`config.mk`:
```
export PLATFORM = sky130hd
export DESIGN_NAME = mem_port_arbiter
export DESIGN_NICKNAME = d
export VERILOG_FILES = /design/src/rtl/mem_port_arbiter.sv
export SDC_FILE = /design/constraint.sdc
export NUM_CORES = 1
export LEC_CHECK = 0
export BUFFER_PORTS_ARGS = -buffer_cell sky130_fd_sc_hd__buf_2
export CORE_MARGIN = 2
export CORE_UTILIZATION = 30
export DETAILED_ROUTE_END_ITERATION = 6
export GPL_TIMING_DRIVEN = 0
export SETUP_SLACK_MARGIN = 0.1
export SYNTH_ARGS = -nofsm -noshare
export SYNTH_HDL_FRONTEND = slang
export SYNTH_SLANG_ARGS = --single-unit
```
`constraint.sdc`:
```
create_clock -name clk -period 2.3 [get_ports clk]
set_input_delay 0.23 -clock clk [delete_from_list [all_inputs] [get_ports clk]]
set_output_delay 0.23 -clock clk [all_outputs]
set_load 0.01 [all_outputs]
```
`src/rtl/mem_port_arbiter.sv`:
```
// Arbiter and byte sequencer sharing a byte-wide synchronous-read memory
// between the instruction-fetch port and the load/store port. Each access is
// split into little-endian byte cycles; loads are extended according to the
// RV32I funct3. Illegal or misaligned requests are answered without touching
// memory.
module mem_port_arbiter #(
   parameter int ADDR_W = 6
) (
   input  logic              clk,
   input  logic              rst,
   input  logic              if_req,
   input  logic [ADDR_W-1:0] if_addr,
   output logic [31:0]       if_rdata,
   output logic              if_ack,
   output logic              if_err,
   input  logic              d_req,
   input  logic              d_we,
   input  logic [2:0]        d_funct3,
   input  logic [ADDR_W-1:0] d_addr,
   input  logic [31:0]       d_wdata,
   output logic [31:0]       d_rdata,
   output logic              d_ack,
   output logic              d_err,
   output logic              m_en,
   output logic              m_we,
   output logic [ADDR_W-1:0] m_addr,
   output logic [7:0]        m_wdata,
   input  logic [7:0]        m_rdata
);

   typedef enum logic [1:0] {IDLE, XFER, LAST, DONE} state_t;

   state_t            state_reg, state_next;
   logic [1:0]        cnt_reg, cnt_next;
   logic [1:0]        last_idx_reg;     // N-1 for the accepted request
   logic              sel_data_reg;     // 1 = data port owns the current transfer
   logic              last_grant_reg;   // 1 = data port was granted last
   logic              we_reg;
   logic [2:0]        funct3_reg;
   logic [ADDR_W-1:0] base_reg;
   logic [31:0]       wdata_reg;
   logic              err_reg;
   logic [31:0]       asm_reg;          // assembled load bytes
   logic              cap_reg;          // a read byte arrives this cycle
   logic [1:0]        cap_idx_reg;      // which assembly byte it belongs to
   logic [3:0]        cap_hit;

   // Winner of this IDLE cycle and the properties of its request
   logic              any_req, grant_data, req_we, req_err, illegal, misalign;
   logic [2:0]        req_f3;
   logic [ADDR_W-1:0] req_addr;
   logic [1:0]        req_last;
   logic              accept;

   assign any_req    = if_req || d_req;
   assign grant_data = d_req && (!if_req || !last_grant_reg);
   assign req_f3     = grant_data ? d_funct3 : 3'b010;
   assign req_we     = grant_data && d_we;
   assign req_addr   = grant_data ? d_addr : if_addr;
   assign accept     = (state_reg == IDLE) && any_req;

   // Legality, alignment and byte count of the winning request
   always_comb begin
      illegal  = 1'b0;
      misalign = 1'b0;
      req_last = 2'd3;
      if (grant_data) begin
         if (req_we)
            illegal = !(req_f3 inside {3'b000, 3'b001, 3'b010});
         else
            illegal = !(req_f3 inside {3'b000, 3'b001, 3'b010, 3'b100, 3'b101});
      end
      case (req_f3[1:0])
         2'b00:   req_last = 2'd0;
         2'b01:   begin req_last = 2'd1; misalign = req_addr[0]; end
         default: begin req_last = 2'd3; misalign = (req_addr[1:0] != 2'b00); end
      endcase
   end

   assign req_err = illegal || misalign;

   // Next-state and byte counter sequencing
   always_comb begin
      state_next = state_reg;
      cnt_next   = cnt_reg;
      case (state_reg)
         IDLE: begin
            cnt_next = 2'd0;
            if (any_req)
               state_next = req_err ? DONE : XFER;
         end
         XFER: begin
            if (cnt_reg == last_idx_reg) begin
               state_next = we_reg ? DONE : LAST;
               cnt_next   = 2'd0;
            end else begin
               cnt_next = cnt_reg + 2'd1;
            end
         end
         LAST:    state_next = DONE;
         default: state_next = IDLE;
      endcase
   end

   // State register, request latch and round-robin pointer
   always_ff @(posedge clk) begin
      if (rst) begin
         state_reg      <= IDLE;
         cnt_reg        <= 2'd0;
         last_idx_reg   <= 2'd0;
         sel_data_reg   <= 1'b0;
         last_grant_reg <= 1'b0;
         we_reg         <= 1'b0;
         funct3_reg     <= 3'b000;
         base_reg       <= '0;
         wdata_reg      <= 32'h0;
         err_reg        <= 1'b0;
      end else begin
         state_reg <= state_next;
         cnt_reg   <= cnt_next;
         if (accept) begin
            sel_data_reg <= grant_data;
            we_reg       <= req_we;
            funct3_reg   <= req_f3;
            base_reg     <= req_addr;
            wdata_reg    <= d_wdata;
            err_reg      <= req_err;
            last_idx_reg <= req_last;
         end
         if (state_reg == DONE)
            last_grant_reg <= sel_data_reg;
      end
   end

   // One-hot byte lane for the read byte returning this cycle
   generate
      for (genvar gi = 0; gi < 4; gi++) begin : g_cap
         assign cap_hit[gi] = cap_reg && (cap_idx_reg == 2'(gi));
      end
   endgenerate

   // Read capture: the byte issued last cycle lands in its assembly lane
   always_ff @(posedge clk) begin
      if (rst) begin
         cap_reg     <= 1'b0;
         cap_idx_reg <= 2'd0;
         asm_reg     <= 32'h0;
      end else begin
         cap_reg     <= (state_reg == XFER) && !we_reg;
         cap_idx_reg <= cnt_reg;
         if (accept) begin
            asm_reg <= 32'h0;
         end else begin
            for (int i = 0; i < 4; i++)
               if (cap_hit[i])
                  asm_reg[8*i +: 8] <= m_rdata;
         end
      end
   end

   // Load extension of the assembled bytes
   logic [31:0] ext_data;
   always_comb begin
      ext_data = asm_reg;
      case (funct3_reg)
         3'b000:  ext_data = {{24{asm_reg[7]}}, asm_reg[7:0]};
         3'b100:  ext_data = {24'h0, asm_reg[7:0]};
         3'b001:  ext_data = {{16{asm_reg[15]}}, asm_reg[15:0]};
         3'b101:  ext_data = {16'h0, asm_reg[15:0]};
         default: ext_data = asm_reg;
      endcase
   end

   // Outputs are forced quiet while reset is held so an aborted store
   // writes nothing in the reset cycle.
   logic done;
   assign done     = !rst && (state_reg == DONE);
   assign m_en     = !rst && (state_reg == XFER);
   assign m_we     = m_en && we_reg;
   assign m_addr   = m_en ? base_reg + ADDR_W'(cnt_reg) : '0;
   assign m_wdata  = m_we ? wdata_reg[8*cnt_reg +: 8] : 8'h0;
   assign if_ack   = done && !sel_data_reg;
   assign d_ack    = done && sel_data_reg;
   assign if_err   = if_ack && err_reg;
   assign d_err    = d_ack && err_reg;
   assign if_rdata = (if_ack && !err_reg) ? asm_reg : 32'h0;
   assign d_rdata  = (d_ack && !err_reg && !we_reg) ? ext_data : 32'h0;

endmodule

```
==> results of run 1 <==
layer usage:
layer | vias to the layer above | share of wire | GRT usage
li1 | 2022 | - | -
met1 | 1915 | 0.45 | 0.2244
met2 | 174 | 0.47 | 0.2849
met3 | 12 | 0.070 | 0.03277
met4 | 0 | 0.0094 | 0.04526
met5 | - | 0 | 0
critical path: stages (launching register included):
cell	delay [ns]
dfxtp_1	0.45
or4b_2	0.67
buf_6	0.18
a21oi_1	0.14
buf_2	0.15
cells in the final DEF, fill, tap and decap left out, drive strengths merged, types with 14 or more instances in the layout:
cell    count
buf       159
dfxtp      85
nand2      80
nor2       55
a21oi      60
mux2i      35
inv        24
clkbuf     33
o21ai      14
and2       44
through the flow:
step	hold slack [ns]	instance area, um^2	setup slack [ns]
after floorplan	0.3660	4160	0.4134
after global placement	0.4413	5101	-0.1508
after detailed placement	0.4465	5101	-0.2377
after CTS	0.1159	5514	0.09049
after global routing	0.1265	5562	0.06171
final	0.1261	5562	0.1536
what timing repair did:
item,CTS,global route
buffers inserted,4,1
cloned,0,0
pin swaps,1,1
endpoints found under the setup margin,67,78
endpoints found under the hold margin,0,0
gates resized for setup,27,25
Yosys cell counts (2+ instances only):
cell type / number / area share
dfxtp_1: 85 / 0.41
or3_1: 2 / 0.0030
a31oi_1: 2 / 0.0030
o21a_1: 2 / 0.0036
a311oi_1: 6 / 0.013
mux2i_1: 35 / 0.084
buf_1: 5 / 0.0045
mux4_2: 8 / 0.043
o21ai_0: 12 / 0.014
nand3_1: 3 / 0.0036
nand2_1: 80 / 0.072
ha_1: 7 / 0.021
and2_1: 44 / 0.066
nand2b_1: 2 / 0.0030
nor2_1: 55 / 0.050
inv_1: 21 / 0.019
nand3b_1: 5 / 0.0090
o21ai_1: 2 / 0.0024
a21oi_1: 60 / 0.072
a22oi_1: 3 / 0.0054
nor4_1: 2 / 0.0030
nor3_1: 3 / 0.0036
clkbuf_1: 28 / 0.025
xor2_1: 4 / 0.0084
nor2b_1: 4 / 0.0060
xnor2_1: 2 / 0.0042
nor3b_1: 3 / 0.0054
and3_1: 8 / 0.012
worst paths after layout:
kind,depth (start not counted),to,slack [ns],from
worst max register to register,7,funct3_reg[0],0.37,state_reg[0]
worst max-delay path,4,d_rdata[12],0.15,asm_reg[7]
worst min-delay path,3,wdata_reg[31],0.13,d_wdata[31]
worst min register to register,2,wdata_reg[27],0.46,wdata_reg[27]
power by group:
part / total [W] / switching [W] / internal, W
Sequential: 0.00189 / 0.000181 / 0.00171
Clock: 0.00148 / 0.000619 / 0.000856
Combinational: 0.00146 / 0.000920 / 0.000540
cell families (layout without fill, tap and decap cells):
kind of cell    after synthesis  after routing
compound gates               91             91
mux                          43             43
xor+xnor                      6              6
fa+ha+maj                     8              8
buf+inv                      57            220
simple gates                217            217
flops                        85             85
final cells by class:
type                    instances  area (um^2)  share of cell area
clock buffers                   9        225.2             0.04049
well taps                     180        225.2             0.04049
plain buffers                  35        176.4             0.03172
clock inverters                 7        80.08             0.01440
flip-flops and latches         85         1708              0.3071
inverters                      21        78.83             0.01417
multi-input cells             365         2315              0.4162
repair buffers                148        753.2              0.1354
==> impl_metrics.py, run 1 <==
metrics = {
    "die": {
        "fp.coreArea_um2": 13720,
        "row_count": 43,
        "start_util": 0.3032,
        "die_area_um2": 14830,
        "die_h_um": 121.8,
        "die_w_um": 121.8,
        "io_pins": 144,
    },
    "synthesis": {
        "yosysSeqAreaShare": 0.4090,
        "synthDistinctLibCells": 42,
        "synth_simple_gate_area_frac": 0.2493,
        "avgSynthCellArea_um2": 8.206,
        "synth_top_family_by_area": "simple AND/OR/NAND/NOR gates",
        "synth-edff-count": 0,
        "synth-seq-cells": 85,
        "synthArstFlopShare": 0,
        "ys.flop_type": "dfxtp_1",
        "synth_cells": 507,
        "yosys.area_share.xor_xnor": 0.01263,
        "synth_compound_area_frac": 0.1218,
        "synth_fp_nets": 575,
        "syn_area_um2": 4160,
        "synth_adder_area_share": 0.02586,
        "synth_mux_area_frac": 0.1275,
        "ys.warnings.count": 0,
    },
    "route": {
        "drt-wirelength-per-cell_um": 14.56,
        "wl_mm": 12.38,
        "firstDrtPassIters": 5,
        "drtAntennaViolNets": 0,
        "drc": 0,
        "drt_iter0_drc": 192,
        "vias": 4123,
        "avgViaCountPerCell": 4.851,
    },
    "clock_network": {
        "clockBufferDepth": 2,
        "clock_latency_ns": 0.34,
        "cts_hold_buf": 0,
        "cts.clk_slew.worst_paths_ns": 0.07,
        "cts_tree": "yes",
        "cts_sinks": 85,
        "htree_levels": 3,
        "numCtsBuffers": 9,
        "cts_root_buffer": "clkbuf_16",
    },
    "timing": {
        "min_period_over_period": 0.9332,
        "post-route-min-period_ns": 2.146,
        "setup_viol_count_final": 0,
        "rsz0062_at_grt": "true",
        "fin_setup_tns_ns": 0,
        "fmax_mhz": 465.9,
        "tightest_slew_ns": 0.6838,
        "relSlewSlack": 0.5432,
        "hold_viol": 0,
        "slew_viol_final": 0,
        "clock_skew_ns": 0.009133,
    },
    "placed_design": {
        "io_buffers": 143,
        "dpl.hpwl_mm": 9.540,
        "dp_cells": 830,
        "routabilityCongestion": 0.8333,
    },
    "global_route": {
        "grt_antenna_before_repair": 0,
        "grt_usage": 0.1701,
        "grt_pass1_vias": 3889,
        "grt_max_degree": 17,
        "grt_pass1_wl_mm": 19.74,
        "grt_overflow_total": 0,
    },
    "critical_path": {
        "critPathLaunchType": "flip-flop",
        "required_ns": 2.07,
        "cp_max_fo": 8,
        "critPathKind": "reg2out",
        "crit_arrival_ns": 1.92,
        "end_kind": "output port",
    },
    "final_layout": {
        "syn_to_final_growth_pct": 33.68,
        "final_nets": 733,
        "diodes": 0,
        "nFillCells": 1390,
        "stdcell_count": 850,
        "drive_gt1_frac": 0.3045,
        "fin_util": 0.4054,
    },
    "job": {
        "drv_cap": 0,
    },
    "pwr": {
        "p_leak_nw": 2.634,
        "power_density_nw_per_um2": 868.0,
        "peakVddDrop_v": 0.0004178,
        "power_w": 0.004827,
    },
    "hold_path": {
        "hp-class": "in2reg",
    },
    "run_status": {
        "outcome": "finished clean",
    },
}
(Power assumes the default switching activity.)
==> inputs of run 2 (changes only) <==
CORE_UTILIZATION = 50   (was 30)
PLACE_DENSITY = 0.8   (was default)
==> impl_metrics.py, run 2 (synthesized netlist as in run 1, its figures left out) <==
metrics = {
    "critical_path": {
        "required_ns": 2.07,
        "end_kind": "output port",
        "critPathKind": "reg2out",
        "crit_arrival_ns": 1.90,
        "critPathLaunchType": "flip-flop",
        "cp_max_fo": 10,
    },
    "clock_network": {
        "clock_latency_ns": 0.36,
        "cts_sinks": 85,
        "cts_hold_buf": 0,
        "numCtsBuffers": 9,
        "clockBufferDepth": 2,
        "cts_root_buffer": "clkbuf_8",
        "cts_tree": "yes",
        "htree_levels": 3,
        "cts.clk_slew.worst_paths_ns": 0.09,
    },
    "route": {
        "drt_iter0_drc": 170,
        "drt-wirelength-per-cell_um": 15.10,
        "firstDrtPassIters": 5,
        "avgViaCountPerCell": 5.405,
        "drtAntennaViolNets": 0,
        "drc": 0,
        "vias": 4189,
        "wl_mm": 11.70,
    },
    "final_layout": {
        "final_common_cell": "buf_2",
        "drive_gt1_frac": 0.3015,
        "final_nets": 733,
        "diodes": 0,
        "fin_util": 0.6570,
        "fin_area_um2": 5344,
        "syn_to_final_growth_pct": 28.45,
        "most-common-layout-cells": "buf_2 (144), nand2_1 (80), dfxtp_1 (80)",
    },
    "global_route": {
        "grt_overflow_total": 0,
        "grt_pass1_wl_mm": 18.62,
        "grt_usage": 0.2651,
        "grt_pass1_vias": 3891,
        "grt_antenna_before_repair": 0,
        "grt_max_degree": 16,
    },
    "timing": {
        "slew_viol_final": 0,
        "post-route-min-period_ns": 2.125,
        "timing.final.ws_setup_ns": 0.1745,
        "clock_skew_ns": 0.01033,
        "hold_viol": 0,
        "relSlewSlack": 0.5888,
        "min_period_over_period": 0.9241,
        "rsz0062_at_grt": "true",
        "whs_ns": 0.09554,
        "tightest_slew_ns": 0.6168,
        "setup_viol_count_final": 0,
        "fmax_mhz": 470.5,
        "fin_setup_tns_ns": 0,
    },
    "die": {
        "start_util": 0.5115,
        "die_w_um": 95.22,
        "row_count": 33,
        "fp.coreArea_um2": 8134,
        "die_h_um": 95.22,
        "io_pins": 144,
        "die_area_um2": 9066,
    },
    "hold_path": {
        "hp-class": "in2reg",
    },
    "placed_design": {
        "routabilityCongestion": 0.8637,
        "place_ws_ns": -0.1471,
        "io_buffers": 143,
        "placed_area_um2": 5007,
        "dpl.hpwl_mm": 8.740,
    },
    "pwr": {
        "p_leak_nw": 2.573,
        "power_density_nw_per_um2": 806.3,
        "peakVddDrop_v": 0.0004754,
    },
    "run_status": {
        "outcome": "finished clean",
    },
    "job": {
        "drv_cap": 0,
    },
}
run 2: changes by cell type in the layout (fill, tap and decap cells not counted), sizes merged:
cell / before / now
buf: 159 / 156
clkbuf: 33 / 36
clkinvlp: 1 / 3
bufinv: 1 / 0
inv: 24 / 23
run 2: worst max-delay path, cell delays in order (launching register included):
cell and delay [ns]:
dfxtp_4 0.39, ha_4 0.15, nand3b_1 0.15, nor3_4 0.21, o21ai_4 0.10, clkbuf_8 0.17
a21oi_1 0.18, buf_2 0.18
run 2: worst paths after layout:
kind                                     from             to  slack [ns]  cells after the start
worst min register to register  wdata_reg[16]  wdata_reg[16]        0.46                      2
worst max-delay path             state_reg[0]    d_rdata[27]        0.17                      7
worst max register to register   state_reg[0]  wdata_reg[10]        0.25                      7
worst min-delay path               d_wdata[4]   wdata_reg[4]         0.1                      3
run 2: layout make-up:
class | instances | area [um^2]
Clock buffer | 9 | 123.9
Inverter | 21 | 78.83
Tap cell | 105 | 131.4
Multi-Input combinational cell | 365 | 2310
Fill cell | 699 | 2790
Buffer | 36 | 191.4
Clock inverter | 7 | 50.05
Timing Repair Buffer | 147 | 745.7
Sequential cell | 85 | 1713
run 2: report_power, final:
part           total [W]  leakage (nW)  internal [W]  switching, W
clock network   0.000957        0.0820      0.000395      0.000562
logic            0.00145          1.80      0.000539      0.000908
registers        0.00190         0.696       0.00171      0.000191
run 2: through the flow:
stage                     instances  total power (W)
after global routing            775         0.004565
after CTS                       774         0.004276
after detailed placement        755         0.003288
after floorplan                 507         0.002854
after global placement          755         0.003225
final                           775         0.004309
run 2: repair_timing:
item | in CTS | in global routing
pin swaps | 2 | 2
resized for setup | 27 | 24
hold endpoints to repair | 0 | 0
buffers inserted | 3 | 1
endpoints found under the setup margin | 65 | 59
run 2: per-layer routing:
layer	GRT usage	routed length (um)
met3	0.04269	870
met4	0.1087	213
met5	0	0
met1	0.3333	4798
met2	0.4519	5821
